===== src/rtl/umul8_inv_div.sv =====
// Restoring radix-2 divider recovering x = z / y, r = z % y; MUL_DIV_APPROX_LSB_EN skips the L low quotient bits.
// Latency: 8 RUN cycles after the accept edge (8-L when approximate); divide-by-zero and overflow take 1 cycle.
// Backpressure: in_ready only in IDLE; the result is held in DONE until out_ready.
module umul8_inv_div #(
    parameter int unsigned L = 2
) (
    input  logic        clk,
    input  logic        rst_n,
    input  logic        in_valid,
    output logic        in_ready,
    input  logic [15:0] z,
    input  logic [7:0]  y,
    output logic        out_valid,
    input  logic        out_ready,
    output logic [7:0]  x,
    output logic [7:0]  r,
    output logic        dz,
    output logic        ovf
);

    typedef enum logic [1:0] {
        IDLE = 2'd0,
        RUN  = 2'd1,
        DONE = 2'd2
    } state_t;

`ifdef MUL_DIV_APPROX_LSB_EN
    localparam logic [2:0] LAST_BIT = 3'(L);
`else
    // L only matters in approximate builds.
    localparam logic [2:0] LAST_BIT = 3'(0 * L);
`endif

    state_t      state_q, state_d;
    logic [2:0]  cnt_q, cnt_d;
    logic [7:0]  rem_q, rem_d;
    logic [7:0]  zlo_q, zlo_d;
    logic [7:0]  y_q, y_d;
    logic [7:0]  x_q, x_d;
    logic [7:0]  r_q, r_d;
    logic        dz_q, dz_d;
    logic        ovf_q, ovf_d;
    logic        err_q, err_d;
    logic [8:0]  t;

    always_ff @(posedge clk or negedge rst_n) begin
        if (!rst_n) begin
            state_q <= IDLE;
            cnt_q   <= '0;
            rem_q   <= '0;
            zlo_q   <= '0;
            y_q     <= '0;
            x_q     <= '0;
            r_q     <= '0;
            dz_q    <= 1'b0;
            ovf_q   <= 1'b0;
            err_q   <= 1'b0;
        end else begin
            state_q <= state_d;
            cnt_q   <= cnt_d;
            rem_q   <= rem_d;
            zlo_q   <= zlo_d;
            y_q     <= y_d;
            x_q     <= x_d;
            r_q     <= r_d;
            dz_q    <= dz_d;
            ovf_q   <= ovf_d;
            err_q   <= err_d;
        end
    end

    always_comb begin
        state_d = state_q;
        cnt_d   = cnt_q;
        rem_d   = rem_q;
        zlo_d   = zlo_q;
        y_d     = y_q;
        x_d     = x_q;
        r_d     = r_q;
        dz_d    = dz_q;
        ovf_d   = ovf_q;
        err_d   = err_q;
        t       = {rem_q, zlo_q[cnt_q]};

        case (state_q)
            IDLE: begin
                if (in_valid) begin
                    zlo_d   = z[7:0];
                    y_d     = y;
                    state_d = RUN;
                    if (y == 8'd0) begin
                        // Error results are decided now; RUN then spends one cycle before DONE.
                        err_d = 1'b1;
                        dz_d  = 1'b1;
                        ovf_d = 1'b0;
                        x_d   = 8'hFF;
                        r_d   = z[7:0];
                    end else if (z[15:8] >= y) begin
                        err_d = 1'b1;
                        dz_d  = 1'b0;
                        ovf_d = 1'b1;
                        x_d   = 8'hFF;
                        r_d   = 8'h00;
                    end else begin
                        err_d = 1'b0;
                        dz_d  = 1'b0;
                        ovf_d = 1'b0;
                        x_d   = 8'h00;
                        r_d   = 8'h00;
                        rem_d = z[15:8];
                        cnt_d = 3'd7;
                    end
                end
            end
            RUN: begin
                if (err_q) begin
                    state_d = DONE;
                end else begin
                    // rem < y holds, so the 8-bit difference is exact.
                    if (t >= {1'b0, y_q}) begin
                        rem_d       = t[7:0] - y_q;
                        x_d[cnt_q]  = 1'b1;
                    end else begin
                        rem_d       = t[7:0];
                        x_d[cnt_q]  = 1'b0;
                    end
                    cnt_d = cnt_q - 3'd1;
                    if (cnt_q == LAST_BIT) begin
                        r_d     = rem_d;
                        state_d = DONE;
                    end
                end
            end
            DONE: begin
                if (out_ready) begin
                    state_d = IDLE;
                end
            end
            default: begin
                state_d = IDLE;
            end
        endcase
    end

    assign in_ready  = (state_q == IDLE);
    assign out_valid = (state_q == DONE);
    assign x         = x_q;
    assign r         = r_q;
    assign dz        = dz_q;
    assign ovf       = ovf_q;

endmodule

===== config.mk =====
export PLATFORM = sky130hd
export DESIGN_NAME = umul8_inv_div
export DESIGN_NICKNAME = d
export VERILOG_FILES = /design/src/rtl/umul8_inv_div.sv
export SDC_FILE = /design/constraint.sdc
export NUM_CORES = 1
export LEC_CHECK = 0
export BUFFER_PORTS_ARGS = -buffer_cell sky130_fd_sc_hd__buf_4
export CAP_MARGIN = 0
export CORE_MARGIN = 1
export CORE_UTILIZATION = 61
export CTS_BUF_LIST = sky130_fd_sc_hd__clkbuf_16
export CTS_CLUSTER_DIAMETER = 50
export CTS_CLUSTER_SIZE = 28
export DETAILED_ROUTE_END_ITERATION = 8
export GPL_TIMING_DRIVEN = 0
export PLACE_DENSITY = 0.92
export SETUP_SLACK_MARGIN = 0.05
export SLEW_MARGIN = 20
export SYNTH_ARGS = -nofsm -noshare
export SYNTH_HDL_FRONTEND = slang
export SYNTH_SLANG_ARGS = --single-unit

===== constraint.sdc =====
create_clock -name clk -period 6.4 [get_ports clk]
set_clock_uncertainty 0.05 [all_clocks]
set_input_delay 0.64 -clock clk [delete_from_list [all_inputs] [get_ports clk]]
set_output_delay 0.64 -clock clk [all_outputs]
set_load 0.01 [all_outputs]

==> results of run 1 <==
## worst paths after layout
check | startpoint | end | slack, ns
max in group asynchronous | rst_n | asynchronous set/reset pin | 5.59
worst min register to register | dz$_DFFE_PN0P_ | dz$_DFFE_PN0P_ | 0.43
worst max register to register | cnt_q[0]$_DFFE_PN0P_ | rem_q[6]$_DFFE_PN0P_ | 2.95
worst max-delay path | cnt_q[0]$_DFFE_PN0P_ | rem_q[6]$_DFFE_PN0P_ | 2.95
worst min-delay path | rst_n | y_q[1]$_DFFE_PN0P_ | 0.30
min in group clk | dz$_DFFE_PN0P_ | dz$_DFFE_PN0P_ | 0.43
## metal layers
metal / up-vias / wire [um]
met3: 20 / 528
li1: 1293 / -
met5: - / 0
met4: 0 / 189
met2: 143 / 3820
met1: 1366 / 3360
## power by group through the flow
| stage | Clock [mW] | Combinational [mW] | Sequential, mW |
|---|---|---|---|
| final | 0.259 | 1.20 | 0.540 |
| after global routing | 0.274 | 1.30 | 0.553 |
| after CTS | 0.262 | 1.18 | 0.537 |
| after detailed placement | 0 | 1.16 | 0.542 |
| after global placement | 0 | 1.11 | 0.532 |
| after floorplan | 0 | 0.815 | 0.537 |
## worst max-delay path: stages (launching register included)
cell,delay (ns)
dfrtp_1,0.33
buf_2,0.23
mux4_2,0.53
mux2i_1,0.32
ha_1,0.24
fa_1,0.22
nor2b_1,0.08
o31a_1,0.26
o21a_1,0.18
or3_1,0.32
a31oi_1,0.35
a222oi_1,0.17
## Yosys cell counts (all sizes together) (2+ instances only)
cell type	count
nand2b	8
o221ai	5
a31oi	5
ha	19
o31a	2
and3	2
dfrtp	48
buf	4
clkbuf	13
nor4	2
a21oi	30
nand4	5
o21ai	20
nor2	22
mux4	2
and2	4
or3	2
o211ai	5
inv	22
o22a	2
a21o	3
nor2b	5
a221oi	6
mux2	3
nand2	61
nand3	7
o31ai	4
nor3	3
o21a	3
## stage by stage
| stage | utilization | cells | total power [mW] |
|---|---|---|---|
| global placement | 0.748 | 434 | 1.65 |
| global route | 0.780 | 442 | 2.13 |
| floorplan | - | 335 | 1.35 |
| detailed placement | 0.748 | 434 | 1.70 |
| CTS | 0.780 | 442 | 1.98 |
| finish | 0.780 | 442 | 2.00 |
## cells by family after synthesis
family                     after synthesis  synth area share
AOI/OAI and AO/OA                       96             0.219
xor gates and xnor gates                 2           0.00594
adders and majority gates               20            0.0873
buffers and inverters                   39            0.0577
DFF                                     48             0.407
muxes                                    6            0.0301
and+or+nand+nor                        124             0.193
## cell type report
type / instances / area, sq um
well taps: 52 / 65.1
multi-input cells: 248 / 1580
plain buffers: 17 / 87.6
inverters: 22 / 82.6
fillers: 336 / 992
repair buffers: 47 / 353
clock inverters: 3 / 17.5
clock buffers: 5 / 125
flip-flops and latches: 48 / 1200
==> run metrics, run 1 <==
status finished clean; final WL 7900 um; CTS root buf clkbuf_16; synthesized flop and latch total 48; Sw Pwr 913 uW; Detail Route Antenna Nets 0; commonest cells after routing, fill and taps aside nand2_1, dfrtp_1, buf_4; combinational share of power 0.600; core box area between 4000 and 5000 sq um; RSZ-0062 raised after global routing no; ranking of synthesized cells by area dfrtp_1, ha_1, nand2_1; hpwl dp 5930 um; WL/cell 17.9 um; drc violations 0; dpl cell area approximately 3400 sq um; clk sink count 48; nets 437; Via Count between 2000 and 3000; post-layout min period around 3.5 ns; number of buffers created by CTS 5; hold_buf cts 0; Synth Net Count between 300 and 400; DR iter-0 viols 286; aggregate global-route resource usage 0.331; leading area contributor after synthesis dfrtp_1; Port-buffer cells 47; crit path DAT 3.54 ns; Initial Utilization 0.655; Post-CTS Setup Bufs 0; post-synth cell types 53; HP Class in -> async; H-tree depth 2; vias in the first global route around 2700; Pins Over Slew Limit 0; clock tree buffer depth 2; num rows 24; met1 usage 0.433; Rel. slew slack 0.604; first-pass GRT wire length 12900 um; critical path type reg -> reg; peak supply drop 330 uV; top_reg_cell synth dfrtp_1; max-cap violations 0; largest net degree at the start of global routing about 50; # setup viols final 0; Post-synth ARST share 1.00; Layout area overhead 19.0%; Synth Area per Inst 8.81 sq um; fraction of layout instances using a drive strength above 1 0.185; fmax 290 MHz; drt first pass iters 5; final setup TNS 0 ns; Req. time, crit path 6.49 ns; Sw Ratio 0.457; die width 71.6 um; Worst setup EP type register; final hold violation count 0; Tcrit/Tclk final 0.540; GRT overflow 0; met3 Use GR 0.0506; Internal ~1.1 mW; die area 5120 sq um; GPL Wtd Cong 0.893; pwr dens 569 nW/um^2; Syn Inst Count 335; worst-margin pin slew 0.589 ns; ANT cells 0; Seq pwr share 0.270; worst-skew pair later-pin latency 0.29 ns; TritonCTS clock tree built; Worst R2R Path Depth 11; Final WS setup 2.95 ns; Syn. warnings 0; Startpoint Class register; final hold slack 0.302 ns; GRT busiest layer met2; sequential-to-total area share from yosys stat 0.407; most common cell after layout, fill and taps aside nand2_1; Leakage Power 1.68 nW; Post-synth EDFFs 0; met2 usage 0.561; initial antenna violation count 0; top cell type's share of synthesized area 0.407; clock slew at reported path FFs approximately 0.07 ns; Ports 48; Placement Setup Slack 3.03 ns; CTS resizes 0; Clk pwr share 0.129; Die H 71.6 um; Avg Vias per Cell 6.38; post-route cell area between 3000 and 4000 sq um; crit-path max FO 10; Post-Syn Area 2950 sq um
(Power assumes the default switching activity.)
==> run 2: changes to the inputs <==
CORE_UTILIZATION = 51   (was 61)
PLACE_DENSITY = 0.83   (was 0.92)
clock period = 3.14 ns   (was 6.4 ns; I/O delays follow)
==> run 2 against run 1 <==
Effect of this change: the flow now finishes with violations (hold timing); global-route usage shrank 4.5 points; wire length grew 2.9%; via count up 0.74%; sequential share of layout area shrank 0.76 points; utilization down 13 points; register-to-register slack lost 2.8 ns; critical path depth unchanged; final cell count is 4.5% higher; critical path type unchanged.
==> run metrics, run 2 (synthesis gave the netlist of run 1 again) <==
status finished, violations left; failing checks hold timing; number of buffers created by CTS 5; worst-margin pin slew 0.626 ns; worst path cell trace buf_6 -> mux4_2 -> mux2i_4 -> ha_2 -> fa_2 -> nor2b_1 -> o31a_1 -> o21a_1 -> or3_1 -> a31oi_4 -> a222oi_1; fraction of layout instances using a drive strength above 1 0.197; Tcrit/Tclk final 0.952; Pwr Total approximately 4.2 mW; Via Count 2843; Startpoint Class register; peak supply drop 568 uV; Req. time, crit path 3.23 ns; vias in the first global route 2729; TritonCTS clock tree built; WL/cell about 18 um; crit-path max FO 3; post-route cell area approximately 3600 sq um; final hold violation count 7; GPL Wtd Cong 0.920; Die H 78.1 um; Initial Utilization 0.533; first-pass GRT wire length roughly 14000 um; hold_buf cts 0; GRT overflow 0; nets around 440; DR iter-0 viols 246; clock tree buffer depth 2; Detail Route Antenna Nets 0; Pins Over Slew Limit 0; ANT cells 0; Final WS setup 0.151 ns; crit path DAT 3.08 ns; final setup TNS 0 ns; num rows 27; final WL 8130 um; pwr dens 1170 nW/um^2; Max stage delay cell, worst path mux4_2; fmax between 300 and 400 MHz; # setup viols final 0; Core Util, Final 0.648; Rel. slew slack 0.582; RSZ-0062 raised after global routing no; worst-skew pair later-pin latency 0.28 ns; Worst R2R Path Depth 11; initial antenna violation count 0; hpwl dp 5920 um; HP Class in -> async; Avg Vias per Cell 6.15; Layout area overhead 21.7%; final hold slack -0.0122 ns; die width 78.1 um; max-cap violations 0; Critical Path Max Stage Delay 0.52 ns; Placement Setup Slack -0.103 ns; clk sink count 48; critical path type reg -> reg; dpl cell area 3390 sq um; Worst setup EP type register; Port-buffer cells 47; Ports 48; CTS root buf clkbuf_16; largest net degree at the start of global routing 49; core box area between 5000 and 6000 sq um; post-layout min period 2.99 ns; Leakage Power 1.68 nW; drt first pass iters 5; most common cell after layout, fill and taps aside nand2_1; H-tree depth 2; drc violations 0; commonest cells after routing, fill and taps aside nand2_1, dfrtp_1, buf_4; die area about 6100 sq um; clock slew at reported path FFs approximately 0.070 ns; aggregate global-route resource usage 0.286
run 2: changes by cell type in the layout (fill, tap and decap cells not counted), sizes merged:
cell and delta:
clkinvlp +2, clkinv -1, clkbuf -1, inv -1, buf +1
run 2: path summary, 6_finish.rpt:
path                       slack [ns]                  from                endpoint
max                              0.15  cnt_q[0]$_DFFE_PN0P_    rem_q[6]$_DFFE_PN0P_
min                             -0.01                 rst_n    zlo_q[1]$_DFFE_PN0P_
max reg2reg                      0.15  cnt_q[0]$_DFFE_PN0P_    rem_q[6]$_DFFE_PN0P_
min reg2reg                      0.42  zlo_q[6]$_DFFE_PN0P_    zlo_q[6]$_DFFE_PN0P_
max in group asynchronous        2.62                 rst_n      y_q[7]$_DFFE_PN0P_
min in group clk                 0.16             out_ready  state_q[1]$_DFFE_PN0P_
run 2: area by class of cell:
| class | count | area, sq um |
|---|---|---|
| fillers | 463 | 1950 |
| multi-input cells | 248 | 1620 |
| flip-flops and latches | 48 | 1200 |
| repair buffers | 48 | 360 |
| clock buffers | 5 | 125 |
| plain buffers | 16 | 90.1 |
| well taps | 72 | 90.1 |
| inverters | 22 | 82.6 |
| clock inverters | 3 | 18.8 |
run 2: per-stage QoR:
stage	hold WS (ns)	cells
after floorplan	-0.0316	335
after global placement	0.310	454
after detailed placement	0.316	454
after CTS	0.00944	462
after global routing	0.0390	462
final	-0.0122	462
run 2: layer usage:
layer	share of wire	routed length, um	GRT usage	vias to the layer above
met1	0.43	3480	0.392	1398
met3	0.071	575	0.0326	8
met4	0.0096	78	0.0852	0
met5	0	0	0	-
li1	-	-	-	1301
met2	0.49	3990	0.476	136
run 2: timing repair:
action                     4_1_cts  5_1_grt
setup buffers                    0        1
resized for setup                4        6
cloned                           0        0
pin swaps                        0        2
setup endpoints to repair       10       20
run 2: critical path, delay by kind of cell (launching register included):
kind | cells | cell delay, ns
simple gates | 2 | 0.41
fa+ha+maj | 2 | 0.44
buf+inv | 1 | 0.11
mux | 2 | 0.72
compound gates | 4 | 0.78
flops | 1 | 0.34
run 2: report_power, final:
part | total [mW] | switching, mW | internal [mW] | leakage [nW]
clock | 0.525 | 0.233 | 0.292 | 0.0635
combinational | 2.56 | 1.50 | 1.07 | 1.04
sequential | 1.11 | 0.201 | 0.907 | 0.579
==> run 3: changes to the inputs <==
CORE_UTILIZATION = 50   (was 51)
PLACE_DENSITY = 0.82   (was 0.83)
==> run 3 against run 2 <==
Effect of this change: wire length decreased by 0.21%; largest power group unchanged; power about the same; critical path depth unchanged; cell area about the same; the run still ends with hold timing left; via count decreased by 2.7%; worst setup slack got worse by 0.021 ns; highest routed layer unchanged; final cell count decreased by 0.22%.
==> run metrics, run 3 (synthesis gave the netlist of run 1 again) <==
status finished, violations left; failing checks hold timing; final hold slack -0.0110 ns; fillers 479; CTS root buf clkbuf_16; DR iter-0 viols ~240; Seq pwr share 0.265; Initial Utilization 0.526; Critical Path Max Stage Delay 0.52 ns; Port-buffer cells 47; num rows 27; Startpoint Class register; # setup viols final 0; register area 1200 sq um; crit path DAT between 3 and 4 ns; peak supply drop 539 uV; combinational share of power 0.610; Max stage delay cell, worst path mux4_2; GRT overflow 0; max-cap violations 0; most common cell after layout, fill and taps aside nand2_1; clock tree buffer depth 2; fmax 332 MHz; top routing layer used met4; worst-skew pair later-pin latency between 0.2 and 0.3 ns; Avg Vias per Cell 6.00; Leakage Power about 1.7 nW; Internal 2.26 mW; most used cell along the critical path buf_6; hpwl dp between 5000 and 6000 um; nets 437; Detail Route Antenna Nets 0; Rel. slew slack 0.583; fraction of layout instances using a drive strength above 1 0.203; WL met2 about 3800 um; ANT cells 0; GPL Wtd Cong ~0.95; drc violations 0; Metal-1 WL about 3500 um; first-pass GRT wire length 13100 um; die width roughly 79 um; Worst setup EP type register; Clk pwr share 0.124; largest net degree at the start of global routing a little under 50; Die H 78.8 um; met3 WL post-DR around 600 um; clk sink count 48; aggregate global-route resource usage 0.275; post-layout min period 3.01 ns; number of buffers created by CTS 5; multi-input logic area 1630 sq um; drt first pass iters 6; hold_buf cts 0; core box area 5610 sq um; final setup TNS 0 ns; Sw Ratio 0.460; initial antenna violation count 0; die area around 6200 sq um; critical path type reg -> reg; commonest cells after routing, fill and taps aside nand2_1, dfrtp_1, buf_4; final WL 8110 um; Ports between 40 and 50; Via Count 2766; Req. time, crit path 3.27 ns; Tcrit/Tclk final 0.958; Pins Over Slew Limit 0; H-tree depth 2; WL/cell 17.6 um; final hold violation count 23; pwr dens ~1200 nW/um^2; worst path cell trace buf_6 -> mux4_2 -> mux2i_4 -> ha_2 -> nand2b_1 -> a21oi_1 -> o221ai_4 -> and2_1 -> buf_6 -> o21ai_0 -> a221oi_1; crit-path max FO 10; Layout area overhead 21.6%; Sw Pwr 1.93 mW; vias in the first global route between 2000 and 3000; clock slew at reported path FFs 0.07 ns; TritonCTS clock tree built; worst-margin pin slew 0.620 ns; HP Class in -> async; RSZ-0062 raised after global routing no
run 3: cell types whose count changed in the layout (fill, tap and decap cells not counted):
cell | previous run | this run
a31oi_2 | 0 | 1
clkinv_2 | 0 | 1
a31oi_4 | 1 | 0
fa_1 | 0 | 1
a32oi_1 | 1 | 0
clkinvlp_4 | 2 | 1
clkinv_1 | 1 | 0
fa_2 | 1 | 0
a32oi_2 | 0 | 1
a21oi_2 | 1 | 3
a21oi_1 | 29 | 27
run 3: worst max-delay path: cells and delay by family, from the launching register on:
kind / cells / cell delay [ns]
compound gates: 4 / 0.94
fa+ha+maj: 1 / 0.21
simple gates: 2 / 0.36
flops: 1 / 0.35
mux: 2 / 0.74
buf+inv: 2 / 0.26
run 3: metal layers:
layer,up-vias,track usage
met1,1336,0.374
met5,-,0
met2,111,0.437
met3,17,0.0701
met4,0,0.0745
li1,1302,-
run 3: worst paths after layout:
check	cells after the start	endpoint	startpoint	slack (ns)
min	1	zlo_q[1]$_DFFE_PN0P_	rst_n	-0.01
min in group clk	2	state_q[1]$_DFFE_PN0P_	out_ready	0.16
max reg2reg	11	rem_q[7]$_DFFE_PN0P_	cnt_q[0]$_DFFE_PN0P_	0.13
max	11	rem_q[7]$_DFFE_PN0P_	cnt_q[0]$_DFFE_PN0P_	0.13
min reg2reg	2	dz$_DFFE_PN0P_	dz$_DFFE_PN0P_	0.43
max in group asynchronous	1	r[7]$_DFFE_PN0P_	rst_n	2.64
run 3: metrics by stage:
| stage | setup slack (ns) | cells | area (sq um) | util | power (mW) |
|---|---|---|---|---|---|
| 2_1_floorplan | 0.328 | 335 | 2950 | - | 2.75 |
| 4_1_cts | 0.0828 | 461 | 3550 | 0.634 | 4.05 |
| 3_3_place_gp | -0.0174 | 454 | 3390 | 0.605 | 3.37 |
| 5_1_grt | 0.0458 | 461 | 3590 | 0.640 | 4.48 |
| 6_report | 0.130 | 461 | 3590 | 0.640 | 4.19 |
| 3_5_place_dp | -0.0530 | 454 | 3390 | 0.605 | 3.47 |
run 3: area by class of cell:
type                            count  area share
Inverter                           22      0.0230
Tap cell                           72      0.0251
Buffer                             16      0.0251
Multi-Input combinational cell    248       0.453
Timing Repair Buffer               48       0.100
Clock inverter                      2     0.00349
Sequential cell                    48       0.335
Clock buffer                        5      0.0349
run 3: power by group through the flow:
stage | Combinational [mW] | Clock, mW | Sequential (mW)
3_3_place_gp | 2.29 | 0 | 1.09
3_5_place_dp | 2.37 | 0 | 1.10
4_1_cts | 2.43 | 0.523 | 1.09
2_1_floorplan | 1.66 | 0 | 1.09
6_report | 2.56 | 0.522 | 1.11
5_1_grt | 2.79 | 0.548 | 1.14
run 3: what timing repair did:
action / CTS / global route
buffers inserted: 0 / 1
endpoints found under the hold margin: 0 / 0
resized for setup: 4 / 7
pin swaps: 0 / 4
setup endpoints to repair: 19 / 19
